**config.mk**
```make
export PLATFORM = sky130hd
export DESIGN_NAME = lcd_8080_writer
export DESIGN_NICKNAME = d
export VERILOG_FILES = /design/src/rtl/lcd_8080_writer.sv
export SDC_FILE = /design/constraint.sdc
export NUM_CORES = 1
export LEC_CHECK = 0
export CORE_ASPECT_RATIO = 2
export CORE_MARGIN = 4
export CORE_UTILIZATION = 54
export DETAILED_ROUTE_END_ITERATION = 6
export PLACE_DENSITY = 0.73
export SETUP_SLACK_MARGIN = 0.4
export SYNTH_ARGS = -nofsm -noshare
export SYNTH_HDL_FRONTEND = slang
export SYNTH_SLANG_ARGS = --single-unit
export TNS_END_PERCENT = 20
```
**constraint.sdc**
```tcl
create_clock -name clk -period 8.4 [get_ports clk]
set_clock_uncertainty 0.15 [all_clocks]
set_input_delay 0.84 -clock clk [delete_from_list [all_inputs] [get_ports clk]]
set_output_delay 0.84 -clock clk [all_outputs]
set_load 0.01 [all_outputs]
```
**src/rtl/lcd_8080_writer.sv**
```systemverilog
`default_nettype none
// ============================================================================
// Module      : lcd_8080_writer
// Description : Output stage between the LCD DMA word stream and an
//               8080-style parallel LCD bus. Command/data words are buffered
//               in a small FIFO and written out with parameterised setup,
//               strobe-low and strobe-high times. Chip select stays low
//               across back-to-back words and is released after an idle hold.
// Revision    : 1.0 - initial release
// ----------------------------------------------------------------------------
// Ports
//   clk          in   system clock
//   reset_n      in   asynchronous active-low reset
//   in_valid     in   upstream word valid
//   in_ready     out  FIFO can accept a word (level != FIFO_DEPTH)
//   in_data      in   16-bit pixel or command word
//   in_dc        in   1 = data word, 0 = command word
//   lcd_cs_n     out  LCD chip select, active low
//   lcd_d_c_n    out  data(1)/command(0) select
//   lcd_wr_n     out  write strobe, LCD latches on the rising edge
//   lcd_databus  out  16-bit LCD data bus
//   busy         out  FSM not idle, or FIFO not empty
//   fifo_level   out  current FIFO occupancy
// ============================================================================
module lcd_8080_writer #(
  parameter int FIFO_DEPTH  = 8,  // power of two, 2..64
  parameter int SETUP_CYC   = 1,  // bus valid to wr_n falling, >= 1
  parameter int WRL_CYC     = 2,  // wr_n low time, >= 1
  parameter int WRH_CYC     = 2,  // wr_n high time with bus held, >= 1
  parameter int CS_HOLD_CYC = 2   // idle clocks before cs_n rises, >= 1
) (
  input  logic                          clk,
  input  logic                          reset_n,
  input  logic                          in_valid,
  output logic                          in_ready,
  input  logic [15:0]                   in_data,
  input  logic                          in_dc,
  output logic                          lcd_cs_n,
  output logic                          lcd_d_c_n,
  output logic                          lcd_wr_n,
  output logic [15:0]                   lcd_databus,
  output logic                          busy,
  output logic [$clog2(FIFO_DEPTH):0]   fifo_level
);

  localparam int c_AW = $clog2(FIFO_DEPTH);
  localparam int c_LW = c_AW + 1;
  localparam int c_CW = 16;

  localparam logic [c_LW-1:0] c_FULL_LEVEL = c_LW'(FIFO_DEPTH);

  // Counters are loaded with (cycles - 1) and the phase ends when they hit 0.
  localparam logic [c_CW-1:0] c_SETUP_LD = c_CW'(SETUP_CYC - 1);
  localparam logic [c_CW-1:0] c_WRL_LD   = c_CW'(WRL_CYC - 1);
  localparam logic [c_CW-1:0] c_WRH_LD   = c_CW'(WRH_CYC - 1);
  localparam logic [c_CW-1:0] c_CSH_LD   = c_CW'(CS_HOLD_CYC - 1);

  localparam logic [2:0] c_ST_IDLE    = 3'd0;
  localparam logic [2:0] c_ST_SETUP   = 3'd1;
  localparam logic [2:0] c_ST_WR_LOW  = 3'd2;
  localparam logic [2:0] c_ST_WR_HIGH = 3'd3;
  localparam logic [2:0] c_ST_CS_HOLD = 3'd4;

  // --------------------------------------------------------------------------
  // FIFO storage: bit 16 carries the data/command flag alongside the word.
  // --------------------------------------------------------------------------
  logic [16:0]      r_mem [FIFO_DEPTH];
  logic [c_AW-1:0]  r_wr_ptr;
  logic [c_AW-1:0]  r_rd_ptr;
  logic [c_LW-1:0]  r_level;

  logic             w_push;
  logic             w_pop;
  logic             w_fifo_ne;
  logic [16:0]      w_head;

  // --------------------------------------------------------------------------
  // FSM and LCD output registers
  // --------------------------------------------------------------------------
  logic [2:0]       r_state;
  logic [c_CW-1:0]  r_cnt;
  logic             w_cnt_done;

  logic             r_cs_n;
  logic             r_d_c_n;
  logic             r_wr_n;
  logic [15:0]      r_bus;

  // Ready is derived from the registered level only, so a full FIFO refuses
  // a word even in a cycle where it is also being popped.
  assign in_ready   = (r_level != c_FULL_LEVEL);
  assign w_push     = in_valid && in_ready;
  assign w_fifo_ne  = (r_level != '0);
  assign w_head     = r_mem[r_rd_ptr];
  assign w_cnt_done = (r_cnt == '0);

  // Pops happen only at the points where a new word may be put on the bus:
  // from idle, at the end of the strobe-high phase, or at any cycle of the
  // chip-select hold (which keeps cs_n low across the gap).
  always_comb begin
    w_pop = 1'b0;
    case (r_state)
      c_ST_IDLE:    w_pop = w_fifo_ne;
      c_ST_WR_HIGH: w_pop = w_fifo_ne && w_cnt_done;
      c_ST_CS_HOLD: w_pop = w_fifo_ne;
      default:      w_pop = 1'b0;
    endcase
  end

  // Storage array is not reset: clearing the level/pointers discards
  // whatever it holds.
  always_ff @(posedge clk) begin
    if (w_push) begin
      r_mem[r_wr_ptr] <= {in_dc, in_data};
    end
  end

  // Pointers wrap naturally because the depth is a power of two.
  always_ff @(posedge clk or negedge reset_n) begin
    if (!reset_n) begin
      r_wr_ptr <= '0;
      r_rd_ptr <= '0;
      r_level  <= '0;
    end else begin
      if (w_push) begin
        r_wr_ptr <= r_wr_ptr + c_AW'(1);
      end
      if (w_pop) begin
        r_rd_ptr <= r_rd_ptr + c_AW'(1);
      end
      case ({w_push, w_pop})
        2'b10:   r_level <= r_level + c_LW'(1);
        2'b01:   r_level <= r_level - c_LW'(1);
        default: r_level <= r_level;
      endcase
    end
  end

  // --------------------------------------------------------------------------
  // Write-cycle sequencer. A pop always starts a new word: the bus, d_c_n and
  // cs_n are registered on the pop edge and the setup counter is loaded, so
  // the bus never changes while wr_n is low.
  // --------------------------------------------------------------------------
  always_ff @(posedge clk or negedge reset_n) begin
    if (!reset_n) begin
      r_state <= c_ST_IDLE;
      r_cnt   <= '0;
      r_cs_n  <= 1'b1;
      r_d_c_n <= 1'b1;
      r_wr_n  <= 1'b1;
      r_bus   <= '0;
    end else if (w_pop) begin
      r_state <= c_ST_SETUP;
      r_cnt   <= c_SETUP_LD;
      r_cs_n  <= 1'b0;
      r_wr_n  <= 1'b1;
      r_d_c_n <= w_head[16];
      r_bus   <= w_head[15:0];
    end else begin
      case (r_state)
        c_ST_IDLE: begin
          r_cnt <= '0;
        end
        c_ST_SETUP: begin
          if (w_cnt_done) begin
            r_wr_n  <= 1'b0;
            r_state <= c_ST_WR_LOW;
            r_cnt   <= c_WRL_LD;
          end else begin
            r_cnt <= r_cnt - c_CW'(1);
          end
        end
        c_ST_WR_LOW: begin
          if (w_cnt_done) begin
            r_wr_n  <= 1'b1;
            r_state <= c_ST_WR_HIGH;
            r_cnt   <= c_WRH_LD;
          end else begin
            r_cnt <= r_cnt - c_CW'(1);
          end
        end
        c_ST_WR_HIGH: begin
          // A waiting word at the end of this phase is taken by the pop
          // branch above; reaching here at the end means the FIFO is empty.
          if (w_cnt_done) begin
            r_state <= c_ST_CS_HOLD;
            r_cnt   <= c_CSH_LD;
          end else begin
            r_cnt <= r_cnt - c_CW'(1);
          end
        end
        c_ST_CS_HOLD: begin
          // Bus and d_c_n keep their last values after cs_n is released.
          if (w_cnt_done) begin
            r_cs_n  <= 1'b1;
            r_state <= c_ST_IDLE;
          end else begin
            r_cnt <= r_cnt - c_CW'(1);
          end
        end
        default: begin
          r_state <= c_ST_IDLE;
          r_cnt   <= '0;
          r_cs_n  <= 1'b1;
          r_wr_n  <= 1'b1;
        end
      endcase
    end
  end

  assign lcd_cs_n    = r_cs_n;
  assign lcd_d_c_n   = r_d_c_n;
  assign lcd_wr_n    = r_wr_n;
  assign lcd_databus = r_bus;
  assign fifo_level  = r_level;
  assign busy        = (r_state != c_ST_IDLE) || w_fifo_ne;

endmodule
`default_nettype wire

```
==> results.py <==
metrics = {
    "grt": {
        "gr-usage-all-layers_pct": 19.2,
        "grt_max_degree": 49,
        "grt_pass1_wl_mm": 23.2,
        "grt_antenna_before_repair": 0,
        "grt_pass1_vias": 4282,
        "grt.overflow.total": 0,
    },
    "logic_synthesis": {
        "synthSimpleGateAreaFrac_pct": 6.51,
        "post-synth-top-area-cell": "edfxtp_1",
        "synth.avg_cell_area_um2": 17.7,
        "yosysTopAreaCellShare_pct": 53.3,
        "ys_top_cells_by_count": "136 x edfxtp_1, 45 x dfrtp_1, 34 x mux4_2, 20 x mux2_2, 18 x mux2_4",
        "synth.lib_cells_used.distinct": 48,
        "yosys-top-cells-area": "edfxtp_1 53%, dfrtp_1 15%, mux4_2 10%",
        "synthCells": 433,
        "synth-xor-area-share_pct": 0.800,
        "syn_nets": 459,
        "synth-async-reset-ratio_pct": 26.1,
        "synth_top_family_by_area": "multiplexers",
        "yosysMostFrequentCell": "edfxtp_1",
        "synth_edf_count": 136,
        "synthMuxAreaShare_pct": 16.7,
        "synth_compound_area_share_pct": 4.31,
        "synthAdderAreaFrac_pct": 0.980,
        "ys_warn_count": 0,
        "syn-cell-area_um2": 7660,
        "synthFlopType": "edfxtp_1",
        "ys_seq_area_share_pct": 69.0,
        "ys_seq_elements": 184,
    },
    "timing": {
        "tightestPinTransition_ns": 1.07,
        "min_period_over_period_pct": 47.3,
        "rsz0062_at_grt": "false",
        "drv_slew": 0,
        "hold_violations": 0,
        "fin_ws_ns": 4.43,
        "min_period_ns": 3.97,
        "setup_violations": 0,
        "max_freq_ghz": 0.252,
        "slew_headroom_pct": 29.0,
        "tns_ns": 0,
        "hold_ws_ns": 0.374,
    },
    "setup_path": {
        "crit_fanout": 21,
        "crit_required_ns": 8.56,
        "crit_arrival_ns": 4.13,
        "startpoint_type": "flip-flop",
        "worst-setup-path-type": "reg -> reg",
        "crit_path_end_kind": "flip-flop",
        "r2r_slack_ns": 4.43,
    },
    "floorplan": {
        "core_um2": 13900,
        "die_height_um": 176,
        "start_util_pct": 55.2,
        "die_w_um": 92.2,
        "die_area_um2": 16300,
        "io_pins": 45,
        "placementRows": 61,
    },
    "pwr": {
        "power_density_nw_per_um2": 335,
        "ir_drop_uv": 218,
        "p_leak_uw": 0.00310,
    },
    "cells_and_area": {
        "fin_area_um2": 8920,
        "final_nets": 511,
        "antennaDiodeCount": 0,
        "fin_cells": 687,
        "fill_cells": 989,
        "area_growth_pct": 16.4,
        "drive_gt1_share_pct": 27.1,
    },
    "clock_network": {
        "postCtsSetupRepairBufs": 0,
        "numCtsBuffers": 17,
        "clock-sinks": 184,
        "cts_tree": "done",
        "cts.reportedPaths.clkPinSlew_ns": 0.07,
        "cts_root_buffer": "clkbuf_16",
        "htreeDepth": 4,
        "clk_latency_ns": 0.42,
        "cts_buffer_depth": 2,
        "post_cts_resized": 0,
        "cts_hold_buf": 0,
    },
    "placement": {
        "dp_hpwl_mm": 8.70,
        "place.gp.congestion": 0.798,
        "pre_cts_slack_ns": 4.41,
        "dpl_cell_area_um2": 8340,
        "portBuffers": 44,
        "placed_cells": 655,
    },
    "route": {
        "wire_per_inst_um": 20.9,
        "drtPass1Iterations": 4,
        "vias": 4017,
        "postRouteAntennaNets": 0,
        "routed_via_density": 5.85,
        "drcViolationCount": 0,
        "drt-total-wl_mm": 14.4,
        "drt_iter0_drc": 206,
    },
    "run": {
        "cap_violations": 0,
    },
    "hold_path": {
        "hold_class": "reg -> reg",
    },
    "run_status": {
        "status": "finished clean",
    },
}
[placed cells by master, fill, tap and decap left out, drive strengths merged, types with 9 or more instances in the layout]
master         netlist  routed
clkdlybuf4s50        0      43
buf                 10      14
mux4                34      34
mux2                38      38
inv                  5      13
nor2                16      16
nand2b               9       9
clkbuf              14      18
a21oi               16      16
dfrtp               45      45
edfxtp             136     136
or4                 11      11
[cells by family after synthesis]
logic type                 Yosys count
buffers and inverters               29
DFF                                184
muxes                               74
xor gates and xnor gates             7
and+or+nand+nor                     85
AOI/OAI and AO/OA                   48
adders and majority gates            6
[report_power, final]
part | switching [uW] | total, uW | internal, uW
logic | 365 | 854 | 489
clock network | 367 | 766 | 399
registers | 176 | 1360 | 1190
total | 908 | 2980 | 2080
[metal layers]
layer	track usage [%]	part of all wire, %	wire length, um	vias to the layer above
li1	-	-	-	1830
met1	22.1	38	5420	2097
met2	35.1	58	8310	74
met3	4.26	3.2	465	16
met4	6.08	1.3	189	0
met5	0	0	0	-
[state kept, by name, indices dropped and copies added (netlist names)]
| register | count |
|---|---|
| r_mem | 136 |
| lcd_databus | 16 |
| r_cnt | 16 |
| fifo_level | 4 |
| r_rd_ptr | 3 |
| r_state | 3 |
| r_wr_ptr | 3 |
| lcd_cs_n | 1 |
| lcd_d_c_n | 1 |
| lcd_wr_n | 1 |
[critical path, cell delays in order (launching register included)]
cell and delay, ns:
dfrtp_1 0.40, inv_1 0.08, ha_1 0.20, or4b_1 0.53, or4_4 0.67, o31ai_4 0.27
buf_4 0.41, ha_1 0.33, xor2_1 0.10, ha_1 0.19, a21oi_1 0.15, xor2_1 0.16
nor2_1 0.07, xor2_1 0.14
[through the flow]
stage,power [uW],utilization (%)
floorplan,1930,-
global placement,2210,60.0
detailed placement,2250,60.0
CTS,3020,64.2
global route,3150,64.2
finish,2980,64.2
[layout make-up]
class                   instances  area (um^2)  area share (%)
flip-flops and latches        184         5290            59.3
multi-input cells             220         2260            25.3
repair buffers                 57          533            5.98
clock buffers                  18          429            4.81
well taps                     189          236            2.65
clock inverters                14          151            1.70
inverters                       5         18.8           0.210
[worst paths after layout]
kind / from / end / cells after the start
worst min register to register: lcd_databus[3] / lcd_databus[3] / 1
worst max-delay path: r_cnt[0] / fifo_level[2] / 13
max in group asynchronous: reset_n / r_rd_ptr[0] / 2
min in group asynchronous: reset_n / r_cnt[6] / 2
worst min-delay path: lcd_databus[3] / lcd_databus[3] / 1
worst max register to register: r_cnt[0] / fifo_level[2] / 13
Power figures use the tool's default switching activity.
